<file path="config.mk">
export PLATFORM = sky130hd
export DESIGN_NAME = seq_divider
export DESIGN_NICKNAME = d
export VERILOG_FILES = /design/src/rtl/seq_divider.sv
export SDC_FILE = /design/constraint.sdc
export NUM_CORES = 1
export LEC_CHECK = 0
export CAP_MARGIN = 20
export CORE_UTILIZATION = 50
export CTS_CLUSTER_SIZE = 8
export DETAILED_ROUTE_END_ITERATION = 8
export DONT_BUFFER_PORTS = 1
export SETUP_SLACK_MARGIN = 0.3
export SLEW_MARGIN = 20
export SYNTH_ARGS = -nofsm -noshare
export SYNTH_HDL_FRONTEND = slang
export SYNTH_SLANG_ARGS = --single-unit
</file>
<file path="constraint.sdc">
create_clock -name clk -period 2.5 [get_ports clk]
set_input_delay 0.125 -clock clk [delete_from_list [all_inputs] [get_ports clk]]
set_output_delay 0.125 -clock clk [all_outputs]
set_load 0.01 [all_outputs]
</file>
<file path="src/rtl/seq_divider.sv">
// Multi-cycle restoring divider: one quotient bit per clock, results held until the next accepted start.
// Optional two's-complement mode is enabled by defining SEQ_DIVIDER_SIGNED_EN (adds one sign fix-up cycle).
module seq_divider #(
    parameter int WIDTH = 4
) (
    input  logic             clk,
    input  logic             rst,
    input  logic             start,
    input  logic [WIDTH-1:0] dividend,
    input  logic [WIDTH-1:0] divisor,
    output logic [WIDTH-1:0] quotient,
    output logic [WIDTH-1:0] remainder,
    output logic             busy,
    output logic             done,
    output logic             div_by_zero,
    output logic [1:0]       dbg_state
);

    // Handshake: start is a request taken only while idle (busy=0); it is accepted at
    // the edge where it is sampled high in IDLE, busy then stays high until done pulses
    // for one cycle with valid quotient/remainder. Starts seen while busy are dropped.

    localparam logic [1:0] S_IDLE   = 2'd0;
    localparam logic [1:0] S_RUN    = 2'd1;
    localparam logic [1:0] S_FINISH = 2'd2;
`ifdef SEQ_DIVIDER_SIGNED_EN
    localparam logic [1:0] S_FIXUP  = 2'd3;
`endif

    localparam int             CW       = $clog2(WIDTH + 1);
    localparam logic [CW-1:0]  CNT_LOAD = CW'(WIDTH);
    localparam logic [CW-1:0]  CNT_ONE  = CW'(1);
    localparam logic [WIDTH-1:0] ONE    = WIDTH'(1);

    logic [1:0]       state;
    logic [CW-1:0]    cnt;
    logic [WIDTH-1:0] rem_r;
    logic [WIDTH-1:0] q_r;
    logic [WIDTH-1:0] dvsr;
    logic [WIDTH-1:0] dvnd;

    logic [WIDTH-1:0] dividend_mag;
    logic [WIDTH-1:0] divisor_mag;
    logic             divisor_zero;

    logic [WIDTH:0]   r_shift;
    logic [WIDTH:0]   trial;
    logic [WIDTH-1:0] r_next;
    logic [WIDTH-1:0] q_next;

`ifdef SEQ_DIVIDER_SIGNED_EN
    logic neg_q;
    logic neg_r;

    // The magnitude of the most-negative value still fits in WIDTH unsigned bits.
    assign dividend_mag = dividend[WIDTH-1] ? (~dividend + ONE) : dividend;
    assign divisor_mag  = divisor[WIDTH-1]  ? (~divisor + ONE)  : divisor;
`else
    assign dividend_mag = dividend;
    assign divisor_mag  = divisor;
`endif

    assign divisor_zero = (divisor == '0);

    // Trial subtraction in WIDTH+1 bits; the top bit is the borrow (negative result).
    assign r_shift = {rem_r, q_r[WIDTH-1]};
    assign trial   = r_shift - {1'b0, dvsr};
    assign r_next  = trial[WIDTH] ? r_shift[WIDTH-1:0] : trial[WIDTH-1:0];
    assign q_next  = {q_r[WIDTH-2:0], ~trial[WIDTH]};

    assign dbg_state = state;

    always_ff @(posedge clk) begin
        if (rst) begin
            state       <= S_IDLE;
            cnt         <= '0;
            rem_r       <= '0;
            q_r         <= '0;
            dvsr        <= '0;
            dvnd        <= '0;
            quotient    <= '0;
            remainder   <= '0;
            busy        <= 1'b0;
            done        <= 1'b0;
            div_by_zero <= 1'b0;
`ifdef SEQ_DIVIDER_SIGNED_EN
            neg_q       <= 1'b0;
            neg_r       <= 1'b0;
`endif
        end else begin
            done <= 1'b0;
            case (state)
                S_IDLE: begin
                    if (start) begin
                        dvnd        <= dividend;
                        dvsr        <= divisor_mag;
                        rem_r       <= '0;
                        q_r         <= dividend_mag;
                        cnt         <= CNT_LOAD;
                        busy        <= 1'b1;
                        div_by_zero <= 1'b0;
`ifdef SEQ_DIVIDER_SIGNED_EN
                        neg_q       <= dividend[WIDTH-1] ^ divisor[WIDTH-1];
                        neg_r       <= dividend[WIDTH-1];
`endif
                        state       <= divisor_zero ? S_FINISH : S_RUN;
                    end
                end

                S_RUN: begin
                    rem_r <= r_next;
                    q_r   <= q_next;
                    cnt   <= cnt - CNT_ONE;
                    if (cnt == CNT_ONE) begin
`ifdef SEQ_DIVIDER_SIGNED_EN
                        state     <= S_FIXUP;
`else
                        quotient  <= q_next;
                        remainder <= r_next;
                        done      <= 1'b1;
                        busy      <= 1'b0;
                        state     <= S_IDLE;
`endif
                    end
                end

                // Divide by zero: all-ones quotient, dividend passed through as remainder.
                S_FINISH: begin
                    quotient    <= '1;
                    remainder   <= dvnd;
                    div_by_zero <= 1'b1;
                    done        <= 1'b1;
                    busy        <= 1'b0;
                    state       <= S_IDLE;
                end

`ifdef SEQ_DIVIDER_SIGNED_EN
                // Quotient truncates toward zero; remainder follows the dividend's sign.
                S_FIXUP: begin
                    quotient  <= neg_q ? (~q_r + ONE) : q_r;
                    remainder <= neg_r ? (~rem_r + ONE) : rem_r;
                    done      <= 1'b1;
                    busy      <= 1'b0;
                    state     <= S_IDLE;
                end
`endif

                default: begin
                    busy  <= 1'b0;
                    state <= S_IDLE;
                end
            endcase
        end
    end

endmodule

</file>
==> results by group <==
Placement
  – DPL Wire Length: 2530 um
  – GP Congestion: between 0.7 and 0.8
  – Cell Area, Placed: 1630 um2
  – IO buf count: 0
  – Placed cells: between 200 and 250

Final layout
  – Design area: ~1900 um2
  – Layout area overhead: 19.4%
  – Area of the multi-input gates: 895 um2
  – Fin util: a little over three fifths
  – Share of layout cells above drive strength 1: about 14%
  – Number of diodes: 0
  – Nets: between 200 and 250
  – FILL cells: approximately 280
  – Non-filler cells, final: around 250
  – Sequential cell area: 642 um2

Power and ir drop
  – Maximum VDD drop: around 0.3 mV
  – Net switching power: between 300 and 400 uW
  – Internal power: approximately 940 uW
  – Part of the power in combinational logic: around 22%
  – PwrDens: 696 nW/um2
  – Leakage: between 0.0007 and 0.0008 uW
  – Switching share of total power: between 20% and 30%
  – Reg power frac: ~44%
  – Clock Power Share: between 30% and 40%

Timing
  – Rel. slew slack: between 60% and 70%
  – Clk_skew: ~0.013 ns
  – Hold Violations, Final: 0
  – RSZ-0062 raised after global routing: yes
  – Worst slew pin tran: a little under 0.6 ns
  – Setup TNS: 0 ns
  – Final worst-path cycle share: 83.9%
  – Final setup viols: 0
  – Slew Limit Fails: 0
  – Fmax: around 480 MHz
  – Final Critical Period: around 2.1 ns

Logic synthesis
  – Syn. warnings: 0
  – Simple-gate portion of the synthesized area: 19.5%
  – Post-synth ARST share: 0%
  – Main synth FF type: dfxtp_1
  – Area contributors post-synth: dfxtp_1 (40%), ha_1 (7.1%), nand2_1 (5.7%), a21oi_1 (5.4%), nor2_1 (4.0%)
  – Most common cell in the synthesized netlist: dfxtp_1
  – Yosys top cell area share: 40.4%
  – Number of synthesized flops with an enable pin: 0
  – Mapped Cells: approximately 190
  – Leading area contributor after synthesis: dfxtp_1
  – FF+latch count, synth: 32
  – Mux cell area share after synthesis: between 4 and 5%
  – Post-Synth Adder-Cell Area: under 10%
  – Post-synth top cells: dfxtp_1 (32), nand2_1 (24), a21oi_1 (17), nor2_1 (17), inv_1 (12)
  – Syn Nets: between 200 and 250
  – Synth Area in XOR/XNOR: 2.13%
  – Post-synthesis compound-gate area fraction: about a fifth
  – Cell variety after synth: 40
  – Avg Synthesized Cell Area: between 8 and 9 um2
  – Post-synthesis sequential area ratio: between 40 and 50%
  – Mapped Area: about 1600 um2
  – Largest family of logic cells by synthesized area: compound AO/OA/AOI/OAI gates

Floorplan
  – CORE AREA: 3030 um2
  – # IOs: 24
  – Row cnt: 20
  – Die area: 3400 um2
  – Initial Utilization: between 50% and 60%
  – Chip Height: just under 60 um
  – Die X-Extent: approximately 58 um

Setup path
  – Peak fanout along the critical path: 4
  – Crit path top cell by count: inv_2
  – R2R cell count: 9
  – Critical Path Start: q_r[3]$_SDFFE_PP0P_
  – Crit path DAT: about 2.4 ns
  – Critical Path End: remainder[0]$_SDFFE_PP0P_
  – CP Capture Type: register
  – R2R setup slack: 0.40 ns
  – Largest stage delay, worst path: between 0.3 and 0.4 ns
  – Slowest stage cell on the critical path: fa_2
  – Crit. path cell count: 9
  – CP Launch Type: register
  – Cell breakdown of the critical path: inv_2, ha_4, inv_2, fa_2, a21o_1, a21oi_4, xnor2_4, mux2_4, a211oi_2
  – Delay-heaviest family, CP: compound AO/OA/AOI/OAI gates
  – Data required, critical path: roughly 2.8 ns
  – Crit path buffers/inverters: 2
  – CP Class: register to register
  – R2r endpoint: remainder[0]$_SDFFE_PP0P_
  – FF-to-FF Start: q_r[3]$_SDFFE_PP0P_

Clock tree
  – H-tree lvl count: 2
  – CTS tree: built
  – Clock latency on the worst-skew pair: ~0.35 ns
  – Worst-path clk slew: between 0.1 and 0.15 ns
  – Num Clock Sinks: 32
  – Longest Clk Path Bufs: 2
  – Root Buffer: clkbuf_4
  – CTS buffer count: 5

GRT
  – Grt total ovfl: 0
  – First-pass GRT wire length: 5880 um
  – Largest net degree at the start of global routing: 36
  – Gr usage total: a little under a quarter
  – Vias in the first global route: around 1.3k
  – Initial antenna violation count: 0

Drt
  – Detailed Route WL: 3670 um
  – Final ANT Viol Nets: 0
  – Total number of vias: about 1.4k
  – Detailed Routing Iterations Pass 1: 4
  – DRC errors left: 0
  – Vias per cell: 5.50
  – DRT iter0 DRCs: 70
  – DR WL/cell: 14.9 um

Outcome
  – Status: completed

Worst hold path
  – HP Class: primary input to register

Job
  – MaxCap Viol Count: 0
## area by class of cell
class / count / share of cell area [%]
Multi-Input combinational cell: 134 / 47.3
Sequential cell: 32 / 34.0
Timing Repair Buffer: 16 / 8.41
Clock buffer: 7 / 3.44
Tap cell: 44 / 2.91
Inverter: 12 / 2.38
Clock inverter: 1 / 1.59
## power groups by stage
stage,combinational (uW),clock [uW],sequential (uW)
5_1_grt,309,486,579
4_1_cts,269,465,573
3_3_place_gp,215,0,583
3_5_place_dp,220,0,585
6_report,285,457,575
2_1_floorplan,189,0,576
## metal layers
layer / GRT usage, % / wire length (um) / vias to the layer above
li1: - / - / 684
met1: 32.3 / 1780 / 632
met2: 34.8 / 1670 / 31
met3: 6.92 / 157 / 6
met4: 9.86 / 57 / 0
met5: 0 / 0 / -
## cells in the final DEF, fill, tap and decap left out, types with 6 or more instances in the layout
cell type | Yosys | final
a211oi_1 | 6 | 6
inv_1 | 12 | 10
nor3_1 | 9 | 9
ha_1 | 9 | 8
nand2_1 | 24 | 23
nor2_1 | 17 | 17
a21oi_1 | 17 | 17
dlygate4sd3_1 | 0 | 9
dfxtp_1 | 32 | 31
## worst min-delay path by stage
stage	depth (start not counted)	endpoint	start
2_1_floorplan	2	dvnd[0]$_SDFFE_PP0P_	dividend[0]
3_3_place_gp	1	remainder[0]$_SDFFE_PP0P_	rst
3_5_place_dp	1	rem_r[1]$_SDFFE_PP0P_	rst
4_1_cts	2	q_r[2]$_SDFFE_PP0P_	dividend[2]
5_1_grt	2	q_r[1]$_SDFFE_PP0P_	dividend[1]
6_report	2	q_r[2]$_SDFFE_PP0P_	dividend[2]
## worst reg2reg max path, stage by stage (launching register included)
cell,delay (ns)
dfxtp_2,0.33
inv_2,0.07
ha_4,0.13
inv_2,0.04
fa_2,0.36
a21o_1,0.20
a21oi_4,0.22
xnor2_4,0.18
mux2_4,0.34
a211oi_2,0.18
## what timing repair did
item | in CTS | in global routing
gates resized for setup | 2 | 8
pin swaps | 2 | 7
hold endpoints to repair | 32 | 0
endpoints found under the setup margin | 2 | 6
hold buffers | 10 | 0
setup buffers | 3 | 0
## per-stage QoR
step | total power (uW) | hold slack (ns) | setup WS (ns)
after floorplan | 765 | 0.261 | 0.383
after global placement | 798 | 0.195 | 0.299
after detailed placement | 805 | 0.200 | 0.230
after CTS | 1310 | 0.00209 | 0.340
after global routing | 1370 | 0.0247 | 0.295
final | 1320 | 0.0149 | 0.401
## flip-flops by register name, indices dropped and copies added (netlist names), 2 cells and up
signal / count
dvsr: 4
rem_r: 4
q_r: 4
cnt: 3
dvnd: 4
dbg_state: 2
remainder: 4
quotient: 4
## logic make-up (layout without fill, tap and decap cells)
group / count (synthesis) / after routing
AND/OR/NAND/NOR: 67 / 67
adder cells (fa/ha/maj): 10 / 10
buffers and inverters: 21 / 36
multiplexers: 7 / 7
XOR/XNOR: 3 / 3
AO/OA/AOI/OAI: 47 / 47
flip-flops: 32 / 32
No activity file was read; power rests on OpenSTA's default activity.
